### config.mk
export PLATFORM = sky130hd
export DESIGN_NAME = ct_idu_dep_wake_arb
export DESIGN_NICKNAME = d
export VERILOG_FILES = /design/src/rtl/ct_idu_dep_pkg.sv /design/src/rtl/ct_idu_dep_wake_fifo.sv /design/src/rtl/ct_idu_dep_wake_arb.sv
export SDC_FILE = /design/constraint.sdc
export NUM_CORES = 1
export LEC_CHECK = 0
export ABC_AREA = 1
export BUFFER_PORTS_ARGS = -buffer_cell sky130_fd_sc_hd__buf_4
export CAP_MARGIN = 5
export CORE_ASPECT_RATIO = 0.6
export CORE_MARGIN = 4
export CORE_UTILIZATION = 49
export DETAILED_ROUTE_END_ITERATION = 8
export PLACE_DENSITY_LB_ADDON = 0.12
export SLEW_MARGIN = 20
export SYNTH_ARGS = -nofsm -noshare
export SYNTH_HDL_FRONTEND = slang
export SYNTH_SLANG_ARGS = --single-unit
export TNS_END_PERCENT = 10
### constraint.sdc
create_clock -name dep_clk -period 11 [get_ports dep_clk]
set_input_delay 1.1 -clock dep_clk [delete_from_list [all_inputs] [get_ports dep_clk]]
set_output_delay 1.1 -clock dep_clk [all_outputs]
set_load 0.05 [all_outputs]
### src/rtl/ct_idu_dep_pkg.sv
// Shared types and constants for the IDU dependency late-wakeup path.
package ct_idu_dep_pkg;

    localparam int PREG_W = 7;

    localparam int SRC_DIV   = 0;
    localparam int SRC_VFPU6 = 1;
    localparam int SRC_VFPU7 = 2;
    localparam int SRC_SPARE = 3;

    typedef struct packed {
        logic              vld;
        logic [PREG_W-1:0] preg;
    } wake_slot_t;

    // v is at most 2n-1 at every call site, so a single subtract wraps it
    function automatic int wrap_src(input int v, input int n);
        return (v >= n) ? v - n : v;
    endfunction

endpackage

### src/rtl/ct_idu_dep_wake_fifo.sv
// Per-source wakeup buffer: shift-register FIFO, head always at entry 0.
// Push needs not_full; pop of an empty FIFO is never issued by the arbiter.
module ct_idu_dep_wake_fifo #(
    parameter int  DEPTH = 2,
    parameter int  W     = 7,
    localparam int CW    = $clog2(DEPTH + 1)
) (
    input  logic          dep_clk,
    input  logic          cpurst_b,
    input  logic          flush,
    input  logic          push,
    input  logic [W-1:0]  push_preg,
    input  logic          pop,
    output logic [CW-1:0] count,
    output logic [W-1:0]  head,
    output logic          not_full
);

    logic [W-1:0]  mem [DEPTH];
    logic [CW-1:0] wr_idx;

    // a same-cycle pop shifts everything down, so the write slot moves with it
    assign wr_idx   = count - CW'(pop);
    assign head     = mem[0];
    assign not_full = (count < CW'(DEPTH));

    always_ff @(posedge dep_clk or negedge cpurst_b) begin
        if (!cpurst_b) begin
            count <= '0;
            for (int i = 0; i < DEPTH; i++) mem[i] <= '0;
        end else if (flush) begin
            count <= '0;
        end else begin
            if (pop) begin
                for (int i = 0; i < DEPTH - 1; i++) mem[i] <= mem[i+1];
            end
            for (int i = 0; i < DEPTH; i++) begin
                if (push && (wr_idx == CW'(i))) mem[i] <= push_preg;
            end
            count <= count + CW'(push) - CW'(pop);
        end
    end

endmodule

### src/rtl/ct_idu_dep_wake_arb.sv
// Late-wakeup broadcast arbiter: buffers per-source preg wakeups and grants up to
// two heads per cycle round-robin onto two registered broadcast slots.
module ct_idu_dep_wake_arb
    import ct_idu_dep_pkg::*;
#(
    parameter int NUM_SRC = 4,
    parameter int PREG_W  = ct_idu_dep_pkg::PREG_W,
    parameter int DEPTH   = 2
) (
    input  logic                      dep_clk,
    input  logic                      cpurst_b,
    input  logic                      rtu_idu_flush_fe,
    input  logic                      rtu_idu_flush_is,
    input  logic [NUM_SRC-1:0]        src_req_vld,
    input  logic [NUM_SRC*PREG_W-1:0] src_req_preg,
    output logic [NUM_SRC-1:0]        src_req_rdy,
    output logic                      wake0_vld,
    output logic [PREG_W-1:0]         wake0_preg,
    output logic                      wake1_vld,
    output logic [PREG_W-1:0]         wake1_preg,
    output logic                      arb_idle
);

    localparam int PW = (NUM_SRC > 1) ? $clog2(NUM_SRC) : 1;
    localparam int CW = $clog2(DEPTH + 1);

    logic               flush;
    logic [NUM_SRC-1:0] nonempty;
    logic [NUM_SRC-1:0] not_full;
    logic [NUM_SRC-1:0] pop;
    logic [PREG_W-1:0]  head [NUM_SRC];

    logic               g0_vld, g1_vld;
    logic [PW-1:0]      g0_idx, g1_idx;
    logic [PW-1:0]      rr_ptr;
    wake_slot_t         slot0, slot1;

    assign flush = rtu_idu_flush_fe | rtu_idu_flush_is;

    for (genvar gi = 0; gi < NUM_SRC; gi++) begin : g_src
        logic [CW-1:0] cnt;

        ct_idu_dep_wake_fifo #(
            .DEPTH (DEPTH),
            .W     (PREG_W)
        ) u_fifo (
            .dep_clk   (dep_clk),
            .cpurst_b  (cpurst_b),
            .flush     (flush),
            .push      (src_req_vld[gi] & not_full[gi] & ~flush),
            .push_preg (src_req_preg[gi*PREG_W +: PREG_W]),
            .pop       (pop[gi]),
            .count     (cnt),
            .head      (head[gi]),
            .not_full  (not_full[gi])
        );

        assign nonempty[gi] = |cnt;
        assign pop[gi]      = (g0_vld && (g0_idx == PW'(gi))) ||
                              (g1_vld && (g1_idx == PW'(gi)));
    end

    assign src_req_rdy = not_full;

    // slot 1 searches strictly after the slot-0 winner, so it can never pick the same source
    always_comb begin
        g0_vld = 1'b0;
        g0_idx = '0;
        g1_vld = 1'b0;
        g1_idx = '0;
        for (int k = 0; k < NUM_SRC; k++) begin
            if (!g0_vld && nonempty[PW'(wrap_src(int'(rr_ptr) + k, NUM_SRC))]) begin
                g0_vld = 1'b1;
                g0_idx = PW'(wrap_src(int'(rr_ptr) + k, NUM_SRC));
            end
        end
        for (int k = 1; k < NUM_SRC; k++) begin
            if (g0_vld && !g1_vld && nonempty[PW'(wrap_src(int'(g0_idx) + k, NUM_SRC))]) begin
                g1_vld = 1'b1;
                g1_idx = PW'(wrap_src(int'(g0_idx) + k, NUM_SRC));
            end
        end
    end

    always_ff @(posedge dep_clk or negedge cpurst_b) begin
        if (!cpurst_b) begin
            rr_ptr <= '0;
            slot0  <= '0;
            slot1  <= '0;
        end else if (flush) begin
            rr_ptr    <= '0;
            slot0.vld <= 1'b0;
            slot1.vld <= 1'b0;
        end else begin
            slot0.vld <= g0_vld;
            slot1.vld <= g1_vld;
            if (g0_vld) slot0.preg <= head[g0_idx];
            if (g1_vld) slot1.preg <= head[g1_idx];
            if (g1_vld)
                rr_ptr <= PW'(wrap_src(int'(g1_idx) + 1, NUM_SRC));
            else if (g0_vld)
                rr_ptr <= PW'(wrap_src(int'(g0_idx) + 1, NUM_SRC));
        end
    end

    assign wake0_vld  = slot0.vld;
    assign wake0_preg = slot0.preg;
    assign wake1_vld  = slot1.vld;
    assign wake1_preg = slot1.preg;
    assign arb_idle   = ~|nonempty & ~slot0.vld & ~slot1.vld;

endmodule

# Word level (Yosys, flattened, before mapping)
# Index checks and enable logic that the tools add are counted.
[totals]
output_inout_bits = 21
wordCells = 217
n_memories = 0
input_bits = 36
latch_bits = 0
mem_bits_ro = 0
ramBits = 0
reg_bits = 82
[op_classes]
bitwise = 16
mux = 66
n_div = 0
shifts = 0
eq_ne = 10
n_lt_le_gt_ge = 21
n_reduce_logical = 60
n_addsub = 27
multipliers = 0
[ops]
columns = ["cell", "count"]
rows = [
  ["7-bit two-way mux", 12],
  ["2-bit two-way mux", 22],
  ["7-bit binary-select mux with 2-bit select", 2],
  ["2-bit by 4-bit < comparator with 1-bit output, second input constant", 7],
  ["3-bit >= comparator, second input constant", 9],
  ["1-bit logical AND", 24],
  ["1-bit two-way mux", 23],
  ["2-bit AND reduction", 10],
  ["2-bit by 1-bit subtractor with 2-bit output", 8],
  ["2-bit by 1-bit subtractor with 2-bit output, second input constant", 8],
  ["1-bit binary-select mux with 2-bit select", 7],
  ["2-bit by 2-bit adder with 3-bit output, second input constant", 4],
  ["2-bit by 1-bit equality test with 1-bit output, second input constant", 6],
  ["2-bit logical NOT", 6],
  ["1-bit bitwise AND", 10],
  ["2-bit by 1-bit adder with 3-bit output, second input constant", 3],
  ["2-bit by 1-bit adder with 2-bit output", 4],
  ["2-bit equality test, second input constant", 4],
  ["2-bit < comparator, second input constant", 4],
  ["2-bit nonzero test", 4],
  ["2-bit OR reduction", 4],
  ["8-bit OR reduction", 1],
  ["1-bit logical NOT", 6],
  ["2-bit inverter with 3-bit output", 2],
  ["5 further kinds", 10],
]

# Depth between registers and ports, before layout
[depth]
depth_word = 39
ltp_mapped = 31
ltp_nobuf = 27

# By module
# A second synthesis with hierarchy kept.
[unflattened]
hier_cells = 750
area_unflattened_um2 = 5611.6
[by_module_without_submodules]
columns = ["module", "area_per_inst_um2", "instances", "cells_per_inst", "seq_area_each_um2"]
rows = [
  ["ct_idu_dep_wake_fifo", 918.4, 4, 111, 400.4],
  ["ct_idu_dep_wake_arb", 1938.1, 1, 306, 450.4],
]

# Least setup slack after synthesis
# No wires, ideal clock.
[synth_path]
kind = "register to register"
from = "reg rr_ptr[0]"
to = "reg g_src[3].u_fifo.mem, in the netlist g_src[3].u_fifo.head[4]"
setup_ps = 120
path_buffers = 4
required_time_ps = 10880
path_slack_ps = 7039
synth_period_minus_slack_ps = 3961
arrival_time_ps = 3841
path_stages_with_launch = 31
cell_sequence = "dfrtp_1 buf_6 inv_4 nand2_1 nand2_2 nand2_1 nand2_1 nor2_1 nor2_2 nand2_4 nand2_8 clkbuf_1 ha_1 inv_1 nand3_1 nand2_1 inv_1 nand3_1 nand2_2 nand2_4 buf_6 inv_1 ha_1 nand2_2 nand2_2 ha_1 nand2_1 clkbuf_1 o21ai_0 nor2_1 a21oi_2"
[synth_between]
elab_chain_cells = 39
word_cells_on_any_way = 86
classes_between = "add/sub (14); order compare (7); eq/ne (2); mux (43); reduce/logical (20)"
[synth_lines]
columns = ["item", "line", "rtl"]
rows = [
  ["from (decl)", "ct_idu_dep_wake_arb.sv:35", "logic [PW-1:0] rr_ptr;"],
  ["from (signal assigned)", "ct_idu_dep_wake_arb.sv:100", "rr_ptr <= PW'(wrap_src(int'(g1_idx) + 1, NUM_SRC));"],
  ["from (signal assigned)", "ct_idu_dep_wake_arb.sv:102", "rr_ptr <= PW'(wrap_src(int'(g0_idx) + 1, NUM_SRC));"],
  ["branches (longest 33 deep; another with 2-bit by 1-bit adder with 3-bit output)", "-", ""],
  ["1-bit logical OR *", "ct_idu_dep_wake_arb.sv:59", "assign pop[gi] = (g0_vld && (g0_idx == PW'(gi))) ||"],
  ["2-bit by 1-bit subtractor with 2-bit output", "ct_idu_dep_wake_fifo.sv:23", "assign wr_idx = count - CW'(pop);"],
  ["2-bit logical NOT", "ct_idu_dep_wake_fifo.sv:38", "if (push && (wr_idx == CW'(i))) mem[i] <= push_preg;"],
  ["1-bit logical AND", "ct_idu_dep_wake_fifo.sv:38", ""],
  ["2-bit nonzero test (no line)", "-", ""],
  ["2-bit AND reduction (no line)", "-", ""],
  ["to (signal, indexed assignment)", "ct_idu_dep_wake_fifo.sv:38", ""],
  ["to (decl)", "ct_idu_dep_wake_fifo.sv:19", "logic [W-1:0] mem [DEPTH];"],
]
# Mark *: on every way between the ends. The select of a mux whose other input is x is not followed.
# A chain may end at the register's enable or synchronous reset.

# Final worst setup path
[layout_path]
from = "reg g_src[3].u_fifo.count[0]"
to = "reg g_src[3].u_fifo.mem, in the netlist g_src[3].u_fifo.head[2]"
[layout_between]
elab_chain_cells = 38
word_cells_on_any_way = 75
classes_between = "add/sub (7); order compare (4); eq/ne (2); mux (39); bitwise (2); reduce/logical (21)"
[layout_lines]
columns = ["item", "line", "rtl"]
rows = [
  ["from (decl)", "ct_idu_dep_wake_fifo.sv:14", "output logic [CW-1:0] count,"],
  ["from (signal assigned)", "ct_idu_dep_wake_fifo.sv:40", "count <= count + CW'(push) - CW'(pop);"],
  ["2-bit OR reduction", "ct_idu_dep_wake_arb.sv:58", "assign nonempty[gi] = |cnt;"],
  ["1-bit binary-select mux with 2-bit select", "ct_idu_dep_wake_arb.sv:72", "if (!g0_vld && nonempty[PW'(wrap_src(int'(rr_ptr) + k, NUM_SRC))]) begin"],
  ["1-bit two-way mux (implied by the code) (2 in series)", "ct_idu_dep_wake_arb.sv:72", ""],
  ["1-bit two-way mux", "ct_idu_dep_wake_arb.sv:72", ""],
  ["1-bit logical NOT", "ct_idu_dep_wake_arb.sv:72", ""],
  ["1-bit logical AND", "ct_idu_dep_wake_arb.sv:72", ""],
  ["1-bit two-way mux", "ct_idu_dep_wake_arb.sv:72", ""],
  ["1-bit logical NOT", "ct_idu_dep_wake_arb.sv:72", ""],
  ["(+21 left out)", "-", ""],
  ["2-bit equality test", "ct_idu_dep_wake_arb.sv:60", "(g1_vld && (g1_idx == PW'(gi)));"],
  ["1-bit logical AND", "ct_idu_dep_wake_arb.sv:60", ""],
  ["1-bit logical OR", "ct_idu_dep_wake_arb.sv:59", ""],
  ["2-bit by 1-bit subtractor with 2-bit output", "ct_idu_dep_wake_fifo.sv:23", ""],
  ["2-bit logical NOT", "ct_idu_dep_wake_fifo.sv:38", ""],
  ["1-bit logical AND", "ct_idu_dep_wake_fifo.sv:38", ""],
  ["2-bit nonzero test (no line)", "-", ""],
  ["2-bit AND reduction (no line)", "-", ""],
]
# Parallel ways exist; a longest one is shown, timed or not. The select of a mux whose other input is x is not followed.

==> flow_summary.json <==
{
  "routabilityCongestion": 0.916,
  "arrival_ns": 5.08,
  "place_ws_ns": 6.23,
  "ant_nets": 0,
  "cts_root_buf": "clkbuf_16",
  "cts_num_sinks": 82,
  "yosys.area.top_type": "dfrtp_1",
  "period_needed_ns": 4.82,
  "ctsHoldBuffers": 0,
  "synthArstFlopShare_pct": 100,
  "syn_area_sq_um": 4990,
  "grt_overflow_total": 0,
  "die_w_um": 138,
  "ys_warn_count": 0,
  "syn_area_per_cell_sq_um": 7.78,
  "die_area_sq_um": 11900,
  "cts_setup_buffers": 0,
  "via_count": 4210,
  "slew_violations": 0,
  "area_growth_pct": 14.5,
  "drc": 0,
  "gr-usage-all-layers_pct": 21.1,
  "finalHoldViolCount": 0,
  "cts_htree_levels": 3,
  "critPathKind": "flop to flop",
  "synth.yosys.seq_area_share_pct": 41.1,
  "cts_tree": "built",
  "fmax_mhz": 207,
  "fin_util_pct": 57.8,
  "yosysMostFrequentCell": "nand2_1",
  "tns_ns": 0,
  "finalCritPeriodShare_pct": 43.8,
  "hold_slack_ns": 0.482,
  "synth_enable_flop_cells": 0,
  "min-delay-start": "g_src[1].u_fifo.mem[0]",
  "grt_pass1_wl_mm": 20.0,
  "drt-wirelength-per-cell_um": 14.7,
  "cp-start-kind": "flop",
  "cts_repair_resize_count": 0,
  "synth_top_area_share_pct": 41.1,
  "rows": 28,
  "first_iter_violations": 274,
  "grt_max_degree": 83,
  "yosys-top-cells-count": "140 x nand2_1, 90 x inv_1, 82 x dfrtp_1",
  "coreArea_sq_um": 9880,
  "hold_path_class": "flop to flop",
  "synth_ff_type": "dfrtp_1",
  "initial_core_util_pct": 50.5,
  "rsz0062_at_grt": "no",
  "status": "completed",
  "tightest_slew_ns": 0.732,
  "io-pin-count": 57,
  "nets": 740,
  "setup-violations-final": 0,
  "antenna_found_initial": 0,
  "io_buffer_count": 56,
  "skew_ns": 0.00662,
  "wl_mm": 12.1,
  "synth_fp_nets": 697,
  "grt_pass1_vias": 3975,
  "first_pass_iters": 6,
  "clkTransAtPathRegs_ns": 0.06,
  "drive_above_1_share_pct": 19.5,
  "crit_start": "g_src[3].u_fifo.count[0]",
  "cts_max_path_buffers": 2,
  "max_slew_margin_pct": 51.2,
  "insertion_delay_ns": 0.34,
  "synth_cell_types": 35,
  "fin_ws_ns": 6.18,
  "die_h_um": 86.2,
  "end_kind": "flop",
  "cp.required_ns": 11.26,
  "path_max_fanout": 37,
  "fillCellCount": 935,
  "maxCapViolCount": 0,
  "r2r_start": "g_src[3].u_fifo.count[0]",
  "via_per_inst": 5.12,
  "synthCells": 641,
  "synth-seq-cells": 82,
  "diodes": 0,
  "synth_area_leaders": "dfrtp_1 41%, nand2_1 11%, o21ai_0 7.2%, inv_1 6.8%, ha_1 5.0%",
  "cts-buffers-inserted": 9,
  "dpl.hpwl_mm": 9.27
}
==> state kept, by name, indices dropped and copies added, names as in the netlist <==
| signal | count |
|---|---|
| g_src.u_fifo.head | 28 |
| wake1_preg | 7 |
| wake0_preg | 7 |
| g_src.u_fifo.mem | 28 |
| wake0_vld | 1 |
| rr_ptr | 2 |
| wake1_vld | 1 |
| g_src.u_fifo.count | 8 |
==> placed cells by master, fill, tap and decap left out, types with 2 or more instances in the layout <==
master,n
nand2_1,140
inv_1,90
dfrtp_1,82
o21ai_0,72
buf_4,56
nor2_1,49
nand3_1,46
a21oi_1,31
nand2_2,20
ha_1,20
a21oi_2,13
clkbuf_16,9
a31oi_1,7
inv_2,4
nor2_2,4
nand3_2,4
nand2_4,4
xnor2_1,4
xor2_1,4
a21boi_4,4
nor2_4,3
nand3_4,3
clkinvlp_4,3
clkinv_1,2
clkbuf_8,2
==> worst max-delay path, stage by stage (launching register included) <==
cell and delay, ns:
dfrtp_1 0.41, nor2_2 0.23, nand2_1 0.10, nand3_1 0.15, nand2_2 0.10, nor2_4 0.14
nand3_4 0.10, nand2_4 0.13, nand2_8 0.16, ha_1 0.40, inv_1 0.16, nand3_2 0.13
a21oi_1 0.21, nand2_2 0.20, nand2_4 0.23, inv_1 0.12, ha_1 0.22, nand2_2 0.07
nand2_2 0.10, ha_1 0.31, nand2_1 0.33, a21boi_4 0.48, nor2_1 0.08, a21oi_1 0.15
==> through the flow <==
step,instances,area (sq um)
CTS,823,5710
finish,823,5710
global placement,808,5430
floorplan,641,4990
global route,823,5710
detailed placement,808,5430
==> cell type report <==
class / count / area (sq um) / share of cell area, %
inverter: 97 / 367 / 6.42
clock buffer: 11 / 253 / 4.42
timing repair buffer: 57 / 432 / 7.56
sequential: 82 / 2050 / 35.9
clock inverter: 4 / 27.5 / 0.482
tap: 135 / 169 / 2.96
multi-input combinational: 437 / 2410 / 42.2
==> layer usage <==
metal	vias up	wire length, um	GRT usage (%)
li1	2118	-	-
met1	1942	6240	31.7
met2	138	4920	30.8
met3	12	834	5.29
met4	0	107	4.66
met5	-	0	0
==> cells by family (layout without fill, tap and decap cells) <==
kind of cell	after synthesis	after routing	share of synthesized area [%]
flip-flops	82	82	41.1
buffers and inverters	122	169	10.6
AND/OR/NAND/NOR	277	277	26.0
AO/OA/AOI/OAI	132	132	15.9
adder cells (fa/ha/maj)	20	20	5.02
XOR/XNOR	8	8	1.40
==> worst paths after layout <==
kind | depth (start not counted) | to | slack, ns
min in group asynchronous | 1 | g_src[0].u_fifo.mem[1] | 0.80
hold / removal | 2 | g_src[1].u_fifo.mem[0] | 0.48
setup reg to reg | 23 | g_src[3].u_fifo.head[2] | 6.18
hold reg to reg | 2 | g_src[1].u_fifo.mem[0] | 0.48
max in group asynchronous | 1 | g_src[3].u_fifo.mem[1] | 9.70
setup / recovery | 23 | g_src[3].u_fifo.head[2] | 6.18
Power is not shown: default switching activity piles up to over one toggle a cycle in this logic, so the estimate is an artifact.
